$ cat config.mk
export PLATFORM = sky130hd
export DESIGN_NAME = vga_sync
export DESIGN_NICKNAME = d
export VERILOG_FILES = /design/src/rtl/vga_timing_pkg.sv /design/src/rtl/pix_tick_gen.sv /design/src/rtl/vga_sync.sv
export SDC_FILE = /design/constraint.sdc
export NUM_CORES = 1
export LEC_CHECK = 0
export ABC_CLOCK_PERIOD_IN_PS = 9600
export CAP_MARGIN = 10
export CORE_ASPECT_RATIO = 1.5
export CORE_MARGIN = 3
export CORE_UTILIZATION = 57
export DETAILED_ROUTE_END_ITERATION = 7
export MAX_ROUTING_LAYER = met4
export PLACE_DENSITY_LB_ADDON = 0.08
export SYNTH_ARGS = -nofsm -noshare
export SYNTH_HDL_FRONTEND = slang
export SYNTH_HIERARCHICAL = 1
export SYNTH_SLANG_ARGS = --single-unit
export TNS_END_PERCENT = 30
$ cat constraint.sdc
create_clock -name clk -period 9.6 [get_ports clk]
set_input_delay 0.96 -clock clk [delete_from_list [all_inputs] [get_ports clk]]
set_output_delay 0.96 -clock clk [all_outputs]
set_load 0.01 [all_outputs]
$ cat src/rtl/vga_timing_pkg.sv
// vga_timing_pkg
//   Shared 640x480@60 raster constants plus the counter and colour widths.
//   vga_sync and the pattern stages downstream import this package so every
//   stage agrees on where the active window sits.
//
//   Contents:
//     CNT_W / RGB_W      counter width (hc, vc) and per-pixel colour width
//     VGA_*              default horizontal/vertical timing for 640x480@60
//     cnt_t / rgb_t      convenience types for counters and colour words
//     in_span()          half-open window test lo <= v < hi
package vga_timing_pkg;

   localparam int CNT_W = 10;
   localparam int RGB_W = 6;

   localparam int VGA_HPIXELS = 800;
   localparam int VGA_VLINES  = 521;
   localparam int VGA_HPULSE  = 96;
   localparam int VGA_VPULSE  = 2;
   localparam int VGA_HBP     = 144;
   localparam int VGA_HFP     = 784;
   localparam int VGA_VBP     = 31;
   localparam int VGA_VFP     = 511;

   localparam int DIV_MAX = 16;
   localparam int DIV_W   = 4;

   typedef logic [CNT_W-1:0] cnt_t;
   typedef logic [RGB_W-1:0] rgb_t;

   function automatic logic in_span(input cnt_t v, input cnt_t lo, input cnt_t hi);
      return (v >= lo) && (v < hi);
   endfunction

endpackage

$ cat src/rtl/pix_tick_gen.sv
// pix_tick_gen
//   Pixel-rate divider. Counts 0..CLK_DIV-1 on every enabled clock and
//   raises tick_o (combinationally) on the clock where the count sits at
//   CLK_DIV-1; the count wraps to 0 on that same edge. With CLK_DIV=1 every
//   enabled clock is a tick. The count holds while en_i is low.
//
//   Ports:
//     clk     system clock
//     rst     asynchronous active-high reset
//     en_i    advance enable
//     tick_o  high on clocks where the raster counters should advance
module pix_tick_gen
   import vga_timing_pkg::*;
#(
   parameter int CLK_DIV = 1
) (
   input  logic clk,
   input  logic rst,
   input  logic en_i,
   output logic tick_o
);

   localparam logic [DIV_W-1:0] DIV_LAST = DIV_W'(CLK_DIV - 1);

   logic [DIV_W-1:0] div_q;
   logic [DIV_W-1:0] div_d;
   logic             tick;

   assign tick   = en_i && (div_q == DIV_LAST);
   assign tick_o = tick;

   always_comb begin
      div_d = div_q;
      if (en_i) begin
         div_d = tick ? '0 : div_q + DIV_W'(1);
      end
   end

   always_ff @(posedge clk or posedge rst) begin
      if (rst) begin
         div_q <= '0;
      end else begin
         div_q <= div_d;
      end
   end

endmodule

$ cat src/rtl/vga_sync.sv
// vga_sync
//   VGA raster timing generator. Produces horizontal/vertical pixel counters,
//   active-low sync pulses, the active-video flag, a per-advance strobe, a
//   start-of-frame strobe and an 8-bit completed-frame counter.
//
//   Every output is a flop. The sync and window flags are computed from the
//   next-state counter values, so in any cycle they describe the hc/vc shown
//   in that same cycle and downstream decode needs no skew compensation.
//
//   Ports:
//     clk        system clock
//     rst        asynchronous active-high reset
//     en         counters/divider advance only while high
//     hc         horizontal counter, 0..HPIXELS-1
//     vc         vertical counter, 0..VLINES-1
//     hsync      active-low, low for hc < HPULSE
//     vsync      active-low, low for vc < VPULSE
//     video_on   high for HBP <= hc < HFP and VBP <= vc < VFP
//     pix_tick   high in the cycle after each counter advance
//     sof        one-clock strobe when hc/vc first read (0,0) after a wrap
//     frame_cnt  frames completed, wraps 255 -> 0
module vga_sync
   import vga_timing_pkg::*;
#(
   parameter int HPIXELS = VGA_HPIXELS,
   parameter int VLINES  = VGA_VLINES,
   parameter int HPULSE  = VGA_HPULSE,
   parameter int VPULSE  = VGA_VPULSE,
   parameter int HBP     = VGA_HBP,
   parameter int HFP     = VGA_HFP,
   parameter int VBP     = VGA_VBP,
   parameter int VFP     = VGA_VFP,
   parameter int CLK_DIV = 1
) (
   input  logic             clk,
   input  logic             rst,
   input  logic             en,
   output logic [CNT_W-1:0] hc,
   output logic [CNT_W-1:0] vc,
   output logic             hsync,
   output logic             vsync,
   output logic             video_on,
   output logic             pix_tick,
   output logic             sof,
   output logic [7:0]       frame_cnt
);

   localparam cnt_t H_LAST   = cnt_t'(HPIXELS - 1);
   localparam cnt_t V_LAST   = cnt_t'(VLINES - 1);
   localparam cnt_t H_PULSE  = cnt_t'(HPULSE);
   localparam cnt_t V_PULSE  = cnt_t'(VPULSE);
   localparam cnt_t H_BP     = cnt_t'(HBP);
   localparam cnt_t H_FP     = cnt_t'(HFP);
   localparam cnt_t V_BP     = cnt_t'(VBP);
   localparam cnt_t V_FP     = cnt_t'(VFP);

   logic tick;

   cnt_t       hc_q, hc_d;
   cnt_t       vc_q, vc_d;
   logic [7:0] frame_q, frame_d;
   logic       frame_wrap;
   logic       hsync_q, vsync_q, video_q;
   logic       pix_tick_q, sof_q;

   pix_tick_gen #(
      .CLK_DIV (CLK_DIV)
   ) u_pix_tick_gen (
      .clk    (clk),
      .rst    (rst),
      .en_i   (en),
      .tick_o (tick)
   );

   always_comb begin
      hc_d       = hc_q;
      vc_d       = vc_q;
      frame_d    = frame_q;
      frame_wrap = 1'b0;
      if (tick) begin
         if (hc_q == H_LAST) begin
            hc_d = '0;
            if (vc_q == V_LAST) begin
               vc_d       = '0;
               frame_d    = frame_q + 8'd1;
               frame_wrap = 1'b1;
            end else begin
               vc_d = vc_q + cnt_t'(1);
            end
         end else begin
            hc_d = hc_q + cnt_t'(1);
         end
      end
   end

   // Flags are evaluated on the next-state counters every clock, including
   // when en is low (hc_d == hc_q then), so they never disagree with hc/vc.
   always_ff @(posedge clk or posedge rst) begin
      if (rst) begin
         hc_q       <= '0;
         vc_q       <= '0;
         frame_q    <= '0;
         hsync_q    <= 1'b0;
         vsync_q    <= 1'b0;
         video_q    <= 1'b0;
         pix_tick_q <= 1'b0;
         sof_q      <= 1'b0;
      end else begin
         hc_q       <= hc_d;
         vc_q       <= vc_d;
         frame_q    <= frame_d;
         hsync_q    <= (hc_d >= H_PULSE);
         vsync_q    <= (vc_d >= V_PULSE);
         video_q    <= in_span(hc_d, H_BP, H_FP) && in_span(vc_d, V_BP, V_FP);
         pix_tick_q <= tick;
         sof_q      <= frame_wrap;
      end
   end

   assign hc        = hc_q;
   assign vc        = vc_q;
   assign frame_cnt = frame_q;
   assign hsync     = hsync_q;
   assign vsync     = vsync_q;
   assign video_on  = video_q;
   assign pix_tick  = pix_tick_q;
   assign sof       = sof_q;

endmodule
==> results of run 1 <==
-- kinds of logic (layout without fill, tap and decap cells) --
logic type / count (synthesis) / in the layout / share of synthesized area (%)
DFF: 37 / 37 / 44.28
muxes: 2 / 2 / 1.077
xor gates and xnor gates: 19 / 19 / 7.959
AOI/OAI and AO/OA: 38 / 38 / 12.93
buffers and inverters: 24 / 63 / 4.368
and+or+nand+nor: 96 / 96 / 25.79
adders and majority gates: 6 / 6 / 3.591
-- sequential cells by signal (all words and copies together) (netlist names), 4 cells and up --
signal and count:
frame_cnt 8, u_pix_tick_gen/div_q 4, hc 10, vc 10
-- area by class of cell --
class	instances	area, um^2	area share (%)
clock inverter	1	30.03	1.156
timing repair buffer	36	357.8	13.78
inverter	19	71.32	2.746
multi-input combinational	161	1074	41.33
sequential	37	925.9	35.65
tap	42	52.55	2.023
clock buffer	7	86.33	3.324
-- cell usage after synthesis (2+ instances only) --
cell,n,share of area (%)
nor3_1,10,2.4
nor4_1,7,2.1
dfrtp_1,37,44
and3_1,5,1.5
mux2_2,2,1.1
nor2_1,13,2.3
xnor2_1,14,5.9
a31oi_1,3,0.90
nor2b_1,2,0.60
a21oi_1,3,0.72
nand2_1,21,3.8
nand3_1,12,2.9
ha_1,6,3.6
a21o_1,4,1.4
o21ai_0,9,2.2
a211oi_1,4,1.4
xor2_1,5,2.1
or4_1,2,0.72
o31a_1,2,0.84
inv_1,19,3.4
a41o_1,2,0.96
nand4_1,12,3.6
clkbuf_1,4,0.72
-- routing by layer --
layer,vias to the layer above,share of wire (%),global-route usage (%)
li1,889,-,-
met1,920,40,29.68
met2,56,52,41.00
met3,12,5.2,4.502
met4,0,1.9,10.95
met5,-,0,-
-- worst max path at each step --
stage | end | cells past startpoint
floorplan | vsync | 12
global placement | vsync | 8
detailed placement | vsync | 9
CTS | vsync | 9
global route | vsync | 9
finish | vsync | 9
-- power by group through the flow --
stage,registers (mW),logic (mW),clock network (mW)
floorplan,0.196,0.0495,0
global placement,0.199,0.0757,0
detailed placement,0.201,0.0782,0
CTS,0.198,0.0790,0.142
global route,0.201,0.0882,0.149
finish,0.198,0.0782,0.140
==> results.md, run 1 <==
* Remaining global-route overflow at 0
* Vias in the first global route at 1831
* DP Wirelength at 3.567 mm
* Layout area overhead at 24.24%
* Crit share post-route at 39.68%
* Final wirelength at 4.874 mm
* Nets in the synthesized netlist at 231
* Top FF cell, synth: dfrtp_1
* I/O Pins at 36
* Fmax at 0.2625 GHz
* Register area share after synthesis at 44.28%
* GP Congestion at 0.8556
* Critical path startpoint category: input pin
* Post-Syn Area at 2091 um^2
* Post-cts resize count at 0
* First DRT Iteration DRCs at 81
* Non-filler cells, final at 303
* Worst Hold Depth at 1
* Critical path class: input pin to flop
* Req. time, crit path at 9770 ps
* GRT Total Usage at 24.82%
* Antenna diodes at 0
* Post-synth ARST share at 100.0%
* Final WS setup at 5790 ps
* TritonRoute pass-1 iters at 4
* Worst Skew at 3.720 ps
* Die ar. at 4446 um^2
* Fin crit period at 3810 ps
* # nets final at 269
* First-pass GRT wire length at 8.576 mm
* FILL cells at 266
* Initial antenna violation count at 0
* Clk sinks at 37
* Core footprint at 3481 um^2
* Postcts setup bufs at 0
* Critical path launch point: en
* R2r endpoint: vsync
* Via count at 1877
* Sequential power share at 47.6%
* CP Buf/Inv Count at 2
* Syn Inst Count at 222
* Hold EP: frame_cnt[7]
* CP endpoint kind: flop
* ANT nets after route at 0
* Delay of the slowest critical-path stage at 600 ps
* Commonest non-fill, non-tap cell in the layout: dfrtp_1
* Pins Over Slew Limit at 0
* Largest net degree at the start of global routing at 34
* Pwr per Cell Area at 160.2 nW/um^2
* Register clock-pin slew on the reported worst setup and hold paths at 70 ps
* Mean Syn Cell Area at 9.418 um^2
* Number of hold violations in the final report at 0
* YS warnings at 6
* Initial Util at 60.06%
* Logic pwr share at 18.8%
* Hold buffer count at cts at 0
* Place WS at 5566 ps
* Library cells used by synthesis at 47
* MaxCap Viol Count at 0
* Register bit count reported by yosys at 37
* Placed Instances at 295
* Status: complete, no violations
* Die W at 55.45 um
* Tot Pwr at 0.4162 mW
* Post-layout util at 74.62%
* Worst path cell trace: clkdlybuf4s50_1, inv_1, nor2_1, and3_1, nand4_1, o31a_1, nor4_1, nand3_1, or3_1
* Fin Setup TNS at 0 ps
* Reg2Reg Setup Slack at 6070 ps
* Path type of the worst min-delay path: flop to flop
* Top delay family on crit path: simple AND/OR/NAND/NOR gates
* Net switching fraction of the power at 28.30%
* Switch Pwr at 0.1178 mW
* Arrival @ worst endpoint at 3980 ps
* Count of input and output buffers at 35
* R2R Path Start: u_pix_tick_gen/div_q[0]
* Finished Cell Area at 2597 um^2
* Clk pwr share at 33.6%
* Post-synth EDFFs at 0
* RSZ-0062 raised after global routing: no
* CTS tree: yes
* WL per Instance at 16.09 um
* Via density at 6.195
* Setup Viol. Count Final at 0
* Worst Hold Launch: frame_cnt[7]
* DRC Markers at 0
* Leak at 1.181 nW
* Total CTS buffers at 5
* Slew HR at 59.40%
* Die height at 80.18 um
* Worst vdd ir at 0.1827 mV
* Clock buffer depth at 2
* Slew @ Worst Pin at 604.3 ps
* Most frequent cells in the layout: dfrtp_1, clkdlybuf4s50_1, nand2_1
* H-tree depth at 2
* Int Pwr at 0.2984 mW
* Hold slack final at 486.4 ps
* R2R depth at 10
* Slowest CP cell: clkdlybuf4s50_1
* Area post-placement at 2481 um^2
* Clk_lat worst skew at 290 ps
* Critical path peak fanout at 11
* CTS root buffer: clkbuf_8
* Row cnt at 26
* Share of cells above drive strength 1 at 6.897%
Power figures use the tool's default switching activity.
==> run 2, diff against run 1 <==
--- a/config.mk
+++ b/config.mk
@@ -5,11 +5,11 @@
 export SDC_FILE = /design/constraint.sdc
 export NUM_CORES = 1
 export LEC_CHECK = 0
-export ABC_CLOCK_PERIOD_IN_PS = 9600
+export ABC_CLOCK_PERIOD_IN_PS = 3550
 export CAP_MARGIN = 10
 export CORE_ASPECT_RATIO = 1.5
 export CORE_MARGIN = 3
-export CORE_UTILIZATION = 57
+export CORE_UTILIZATION = 53
 export DETAILED_ROUTE_END_ITERATION = 7
 export MAX_ROUTING_LAYER = met4
 export PLACE_DENSITY_LB_ADDON = 0.08
==> constraint.sdc (replaced) <==
create_clock -name clk -period 3.55 [get_ports clk]
set_input_delay 0.355 -clock clk [delete_from_list [all_inputs] [get_ports clk]]
set_output_delay 0.355 -clock clk [all_outputs]
set_load 0.01 [all_outputs]
==> run 2 against run 1 <==
  * Setup slack lost 5500 ps
  * Global-route usage shrank 1.6 points
  * Critical endpoint unchanged
  * Critical path type is now flop to flop
  * Clock skew grew 2.5 ps
  * Register-to-register slack lost 5800 ps
  * Hold slack lost 210 ps
  * First-iteration DRC count grew 21%
==> results.md, run 2 (same netlist as run 1, synthesis figures left out) <==
* Slew HR at 66.70% (+7.3 points)
* Logic pwr share at 19.3% (+0.5 points)
* Crit share post-route at 93.05%
* Die W at 57.28 um (+3.3%)
* Initial Util at 55.76% (-4.3 points)
* Delay of the slowest critical-path stage at 460 ps (-140 ps)
* Tot Pwr at 1.123 mW (+170%)
* Worst Skew at 6.261 ps (+2.541 ps)
* ANT nets after route at 0 (unchanged)
* Worst vdd ir at 0.3616 mV (+98%)
* Switch Pwr at 0.3126 mW (+170%)
* FILL cells at 316 (+19%)
* DRC Markers at 0 (unchanged)
* Largest net degree at the start of global routing at 34 (unchanged)
* First-pass GRT wire length at 8.625 mm (+0.57%)
* Hold slack final at 276.7 ps (-209.6 ps)
* Pins Over Slew Limit at 0 (unchanged)
* Worst path cell trace: inv_1, ha_1, or3b_4, nor2_1, and3_1, nand4_1, o31a_1, nor4_1, nand3_1, or3_1
* Initial antenna violation count at 0 (unchanged)
* Share of cells above drive strength 1 at 7.955% (+1.1 points)
* Setup Viol. Count Final at 0 (unchanged)
* Pwr per Cell Area at 428.2 nW/um^2 (+170%)
* Most frequent cells in the layout: dfrtp_1, clkdlybuf4s50_1, nand2_1
* Antenna diodes at 0 (unchanged)
* CTS root buffer: clkbuf_8
* Register clock-pin slew on the reported worst setup and hold paths at 70 ps (about the same)
* R2R depth at 10 (unchanged)
* Leak at 1.197 nW (+1.4%)
* Vias in the first global route at 1891 (+3.3%)
* Number of hold violations in the final report at 0 (unchanged)
* Reg2Reg Setup Slack at 250 ps (-5820 ps)
* Net switching fraction of the power at 27.85% (-0.46 points)
* Die ar. at 4750 um^2 (+6.8%)
* Path type of the worst min-delay path: input pin to asynchronous set/reset pin
* Remaining global-route overflow at 0 (unchanged)
* Fmax at 0.3027 GHz
* Req. time, crit path at 3720 ps (-6050 ps)
* Layout area overhead at 25.37%
* Die height at 82.93 um (+3.4%)
* H-tree depth at 2 (unchanged)
* Clk pwr share at 33.3% (-0.3 points)
* Critical path class: flop to flop
* R2r endpoint: vsync
* Clk_lat worst skew at 290 ps (about the same)
* Via density at 5.883 (-5.0%)
* Critical path startpoint category: flop
* Sequential power share at 47.3% (-0.3 points)
* # nets final at 272 (+1.1%)
* Via count at 1806 (-3.8%)
* Hold buffer count at cts at 0 (unchanged)
* MaxCap Viol Count at 0 (unchanged)
* Fin crit period at 3303 ps
* GRT Total Usage at 23.21% (-1.6 points)
* I/O Pins at 36 (unchanged)
* Row cnt at 27 (+3.8%)
* Critical path peak fanout at 6 (-5)
* Postcts setup bufs at 0 (unchanged)
* Clock buffer depth at 2 (unchanged)
* RSZ-0062 raised after global routing: no
* Total CTS buffers at 5 (unchanged)
* Int Pwr at 0.8099 mW (+170%)
* Clk sinks at 37 (unchanged)
* Final wirelength at 4.761 mm (-2.3%)
* First DRT Iteration DRCs at 98 (+21%)
* CTS tree: yes
* Count of input and output buffers at 35 (unchanged)
* TritonRoute pass-1 iters at 4 (unchanged)
* Core footprint at 3750 um^2 (+7.7%)
* Status: complete, no violations
* Slew @ Worst Pin at 499.4 ps (-104.8 ps)
* Slowest CP cell: nor4_1
* Commonest non-fill, non-tap cell in the layout: dfrtp_1
* CP endpoint kind: flop
* R2R Path Start: u_pix_tick_gen/div_q[0]
* GP Congestion at 0.8442 (-1.3%)
* Post-cts resize count at 0 (unchanged)
* Fin Setup TNS at 0 ps (unchanged)
* WL per Instance at 15.51 um (-3.6%)
* DP Wirelength at 3.580 mm (+0.36%)
* Arrival @ worst endpoint at 3470 ps (-510 ps)
run 2: layer usage:
metal  part of all wire (%)  vias to the layer above  global-route usage [%]
li1                       -                      892                       -
met3                    3.3                       12                   3.577
met2                     52                       47                   37.15
met5                      0                        -                       -
met4                    2.6                        0                   10.55
met1                     43                      855                   28.48
run 2: worst max-delay path: cells and delay by family (launching register included):
family | cells | cell delay (ps)
DFF | 1 | 400
and+or+nand+nor | 7 | 2100
adders and majority gates | 1 | 160
buffers and inverters | 1 | 120
AOI/OAI and AO/OA | 1 | 390
run 2: layout make-up:
| type | count | area (um^2) | share of cell area [%] |
|---|---|---|---|
| Tap cell | 43 | 53.80 | 2.053 |
| Sequential cell | 37 | 925.9 | 35.32 |
| Inverter | 19 | 71.32 | 2.721 |
| Multi-Input combinational cell | 161 | 1074 | 40.95 |
| Timing Repair Buffer | 39 | 380.4 | 14.51 |
| Clock inverter | 1 | 30.03 | 1.146 |
| Clock buffer | 7 | 86.33 | 3.294 |
run 2: per-stage QoR:
stage          setup WS, ps  cells  area, um^2  util, %
2_1_floorplan         482.7    222        2091        -
4_1_cts               278.2    307        2621    69.90
3_5_place_dp          286.9    299        2505    66.80
5_1_grt               29.28    307        2621    69.90
3_3_place_gp          347.4    299        2505    66.80
6_report              246.6    307        2621    69.90
run 2: worst max-delay path by stage:
stage	from	to	slack, ps
floorplan	u_pix_tick_gen/div_q[0]	vsync	480
global placement	en	vsync	350
detailed placement	u_pix_tick_gen/div_q[0]	vsync	290
CTS	u_pix_tick_gen/div_q[0]	vsync	280
global route	u_pix_tick_gen/div_q[0]	vsync	30
finish	u_pix_tick_gen/div_q[0]	vsync	250
run 2: power groups by stage:
stage | Clock, mW | Sequential (mW) | Combinational, mW
final | 0.374 | 0.531 | 0.217
after global routing | 0.399 | 0.541 | 0.244
after CTS | 0.384 | 0.530 | 0.221
after detailed placement | 0 | 0.537 | 0.219
after global placement | 0 | 0.536 | 0.212
after floorplan | 0 | 0.530 | 0.134
